`src/rtl/uart_status_monitor.sv`:
```
// 8N1 UART receiver for the harness txd line that watches the byte stream for the
// tokens "PASS" and "FAIL" and raises sticky success/failure indications.
module uart_status_monitor #(
  parameter int CLKS_PER_BIT = 16,
  parameter int COUNT_W      = 32
) (
  input  logic               clock,
  input  logic               reset,
  input  logic               io_rxd,
  output logic               io_byte_valid,
  output logic [7:0]         io_byte,
  output logic [COUNT_W-1:0] io_byte_count,
  output logic               io_frame_err,
  output logic               io_success,
  output logic               io_failure
);

  localparam int TW = $clog2(CLKS_PER_BIT);
  localparam logic [TW-1:0] TICK_HALF = TW'(CLKS_PER_BIT / 2 - 1);
  localparam logic [TW-1:0] TICK_LAST = TW'(CLKS_PER_BIT - 1);
  localparam logic [31:0]   TOKEN_PASS = 32'h50415353;
  localparam logic [31:0]   TOKEN_FAIL = 32'h4641494C;

  typedef enum logic [2:0] {IDLE, START, DATA, STOP, BREAK} state_t;

  state_t        state;
  logic          rx_m;
  logic          rx_s;
  logic [TW-1:0] tick_cnt;
  logic [2:0]    bit_cnt;
  logic [7:0]    shift;
  logic [31:0]   window;
  logic          match_pass;
  logic          match_fail;

  // The window already holds the newest byte while io_byte_valid is high.
  assign match_pass = (window == TOKEN_PASS);
  assign match_fail = (window == TOKEN_FAIL);

  always_ff @(posedge clock) begin
    if (reset) begin
      rx_m          <= 1'b1;
      rx_s          <= 1'b1;
      state         <= IDLE;
      tick_cnt      <= '0;
      bit_cnt       <= '0;
      shift         <= '0;
      window        <= '0;
      io_byte_valid <= 1'b0;
      io_byte       <= '0;
      io_byte_count <= '0;
      io_frame_err  <= 1'b0;
      io_success    <= 1'b0;
      io_failure    <= 1'b0;
    end else begin
      rx_m          <= io_rxd;
      rx_s          <= rx_m;
      io_byte_valid <= 1'b0;

      // First token wins; both flags freeze once either is set.
      if (io_byte_valid && !io_success && !io_failure) begin
        if (match_pass)      io_success <= 1'b1;
        else if (match_fail) io_failure <= 1'b1;
      end

      case (state)
        IDLE: begin
          if (!rx_s) begin
            state    <= START;
            tick_cnt <= '0;
          end
        end
        START: begin
          if (tick_cnt == TICK_HALF) begin
            tick_cnt <= '0;
            bit_cnt  <= '0;
            state    <= rx_s ? IDLE : DATA;
          end else begin
            tick_cnt <= tick_cnt + TW'(1);
          end
        end
        DATA: begin
          if (tick_cnt == TICK_LAST) begin
            tick_cnt <= '0;
            shift    <= {rx_s, shift[7:1]};
            bit_cnt  <= bit_cnt + 3'd1;
            if (bit_cnt == 3'd7) state <= STOP;
          end else begin
            tick_cnt <= tick_cnt + TW'(1);
          end
        end
        STOP: begin
          if (tick_cnt == TICK_LAST) begin
            tick_cnt <= '0;
            if (rx_s) begin
              state         <= IDLE;
              io_byte_valid <= 1'b1;
              io_byte       <= shift;
              window        <= {window[23:0], shift};
              if (io_byte_count != '1) io_byte_count <= io_byte_count + COUNT_W'(1);
            end else begin
              io_frame_err <= 1'b1;
              state        <= BREAK;
            end
          end else begin
            tick_cnt <= tick_cnt + TW'(1);
          end
        end
        BREAK: begin
          if (rx_s) state <= IDLE;
        end
        default: state <= IDLE;
      endcase
    end
  end

endmodule

```
`config.mk`:
```
export PLATFORM = sky130hd
export DESIGN_NAME = uart_status_monitor
export DESIGN_NICKNAME = d
export VERILOG_FILES = /design/src/rtl/uart_status_monitor.sv
export SDC_FILE = /design/constraint.sdc
export NUM_CORES = 1
export LEC_CHECK = 0
export BUFFER_PORTS_ARGS = -buffer_cell sky130_fd_sc_hd__buf_2
export CAP_MARGIN = 20
export CORE_MARGIN = 1.5
export CORE_UTILIZATION = 55
export CTS_CLUSTER_SIZE = 16
export DETAILED_ROUTE_END_ITERATION = 6
export PLACE_DENSITY = 0.87
export SLEW_MARGIN = 20
export SYNTH_ARGS = -nofsm -noshare
export SYNTH_HDL_FRONTEND = slang
export SYNTH_SLANG_ARGS = --single-unit
```
`constraint.sdc`:
```
create_clock -name clock -period 3.2 [get_ports clock]
set_clock_uncertainty 0.2 [all_clocks]
set_input_delay 0.32 -clock clock [delete_from_list [all_inputs] [get_ports clock]]
set_output_delay 0.32 -clock clock [all_outputs]
set_load 0.05 [all_outputs]
```
==> impl_metrics.csv <==
group,metric,value,unit
synth,yosysSeqAreaShare,0.4494,
synth,synth.avg_cell_area,8.323,um^2
outcome,outcome,"finished clean",
finish,antennaDiodeCount,0,
synth,synth_ff_type,"dfxtp_1",
die,die_h,87.43,um
routing,vias,3458,
timing,hold_violations,0,
synth,synthMuxAreaShare,0.02553,
routing,firstDrtPassIters,5,
die,die_area,7643,um^2
finish,final_cell_mix,"88 x dfxtp_1, 79 x nand2_1, 58 x a21oi_1, 46 x nor2_1, 46 x buf_2",
timing,hold_ws,0.2212,ns
synth,netlist_instances,471,
timing,setup_viol,0,
worst_setup_path,timing.reg2reg.setup_slack,0.44,ns
synth,synthSimpleGateAreaFrac,0.2799,
synth,synth_cell_types,53,
finish,syn_to_final_growth,10.25,%
worst_setup_path,crit_path_frequent_cell,"or4_1",
timing,min_period,2.762,ns
clock_tree,clk_latency,0.36,ns
die,start_util,0.5738,
worst_hold_path,hold_path_class,"flop to flop",
die,num_rows,30,
placed_design,placedCellCount,581,
finish,seqCellArea,1762,um^2
placed_design,dp_slack,0.5139,ns
timing,fin_setup_tns,0,ns
timing,worst_slew_pin_slew,0.8902,ns
clock_tree,cts_hold_buf,1,
clock_tree,cts_buffer_depth,2,
synth,syn_area,3920,um^2
synth,synth-seq-cells,88,
global_route,grt_pass1_vias,3103,
finish,multi_input_area,1944,um^2
worst_setup_path,critPathMaxFanout,7,
flow_run,max-cap-violations,0,
timing,rsz0062_at_grt,"no",
synth,synth_adder_area_share,0.01277,
worst_setup_path,worst-setup-path-type,"flop to flop",
finish,postLayoutCellArea,4322,um^2
finish,fillers,617,
clock_tree,cts_setup_buffers,0,
placed_design,dp_hpwl,5730,um
synth,synth-edff-count,0,
pwr,ir_drop,0.3108,mV
clock_tree,cts_sinks,88,
timing,fin_crit_sh,0.8633,
worst_setup_path,critPathLaunchType,"flop",
global_route,grt_pass1_wl,13990,um
routing,wire_per_inst,14.19,um
timing,fmax,0.3620,GHz
finish,final_layout_size_suffix_gt1_frac,0.1554,
synth,synth_compound_area_frac,0.1465,
routing,drc_errors,0,
worst_setup_path,crit_chain,"ha_1 -> nand3_1 -> or4_1 -> or4_1 -> or4_1 -> a21oi_1",
clock_tree,cts_buffers,9,
clock_tree,htreeDepth,3,
timing,fin_ws,0.4376,ns
die,core,6832,um^2
global_route,antenna_found_initial,0,
worst_setup_path,critPathTopFamily,"simple AND/OR/NAND/NOR gates",
die,die_w,87.43,um
global_route,grt_max_degree,52,
worst_setup_path,critPathMaxStageDelay,0.55,ns
placed_design,port_buffers,46,
global_route,grt-ovfl-total,0,
routing,ant_nets,0,
routing,routed_via_density,5.783,
synth,synth-xor-area-share,0.03128,
pwr,leakagePower,1.518,nW
timing,drv_slew,0,
finish,instances_no_fill,598,
clock_tree,cts_resized,0,
global_route,grtUsageTotal,0.2284,
synth,synth_nets,478,
worst_setup_path,cp-end-kind,"flop",
die,num_io_pins,47,
synth,async_reset_ff_frac,0,
synth,synth_top_family_by_area,"simple AND/OR/NAND/NOR gates",
clock_tree,tritoncts,"built",
clock_tree,clk_pin_slew_worst_paths,0.08,ns
synth,synth_warnings,0,
routing,routed_wl,8486,um
clock_tree,root_buffer,"clkbuf_8",
routing,drt_iter0_markers,167,
timing,slew_headroom,0.4065,
placed_design,place_congestion,0.9673,
worst_setup_path,path_buf_inv,0,
worst_setup_path,critical_path_arrival,2.84,ns
worst_setup_path,cp.required,3.28,ns
placed_design,placed_area,4124,um^2
pwr,power.density,430.9,nW/um^2
worst_setup_path,slowest_stage,"or4_1",
finish,layout_commonest_cell,"dfxtp_1",
finish,nets,504,
[kinds of logic (layout without fill, tap and decap cells)]
logic type	Yosys count	in the layout
flops	88	88
xor+xnor	14	14
compound gates	96	96
simple gates	215	215
fa+ha+maj	4	4
mux	10	10
buf+inv	44	75
[cells in the mapped netlist (8+ instances only)]
library cell   n  share of area
nor2_1        46          0.044
buf_4          8          0.015
nand3_1       15          0.019
o31ai_1        9          0.017
or4_1         13          0.025
nand2_1       79          0.076
dfxtp_1       88           0.45
xnor2_1       12          0.027
a21oi_1       58          0.074
mux2i_1       10          0.026
clkbuf_1      22          0.021
nand4_1       11          0.018
[registers in the layout, indices dropped and copies added (netlist names), 3 cells and up]
signal / cells
bit_cnt: 3
io_byte: 7
io_byte_count: 32
shift: 8
state: 3
tick_cnt: 4
window: 25
[final timing paths]
path / start / to / cells after the start
max: io_byte_count[0] / io_byte_count[30] / 6
min: rx_m / rx_s / 1
max reg2reg: io_byte_count[0] / io_byte_count[30] / 6
min reg2reg: rx_m / rx_s / 1
[per-stage QoR]
stage,utilization,power [mW]
after global routing,0.6326,1.929
after floorplan,-,1.161
final,0.6326,1.862
after global placement,0.6037,1.167
after CTS,0.6326,1.881
after detailed placement,0.6037,1.168
[power breakdown]
| part | switching (mW) | internal [mW] |
|---|---|---|
| sequential | 0.00524 | 1.10 |
| combinational | 0.0280 | 0.0127 |
| clock | 0.408 | 0.311 |
| total | 0.441 | 1.42 |
[cell type report]
class,instances,area share
Tap cell,96,0.02779
Timing Repair Buffer,53,0.06601
Clock buffer,10,0.03185
Sequential cell,88,0.4076
Multi-Input combinational cell,339,0.4499
Inverter,6,0.005211
Clock inverter,6,0.01158
[routing by layer]
layer  global-route usage  vias up  routed length, um
li1                     -     1717                  -
met1               0.2869     1639               3797
met2               0.3776       88               4079
met3              0.06825       14                485
met4              0.06782        0                124
met5                    0        -                  0
[worst reg2reg max path, delay by kind of cell, from the launching register on]
family | cells | cell delay [ns]
compound gates | 1 | 0.14
fa+ha+maj | 1 | 0.29
flops | 1 | 0.41
simple gates | 4 | 1.65
No activity file was read; power rests on OpenSTA's default activity.
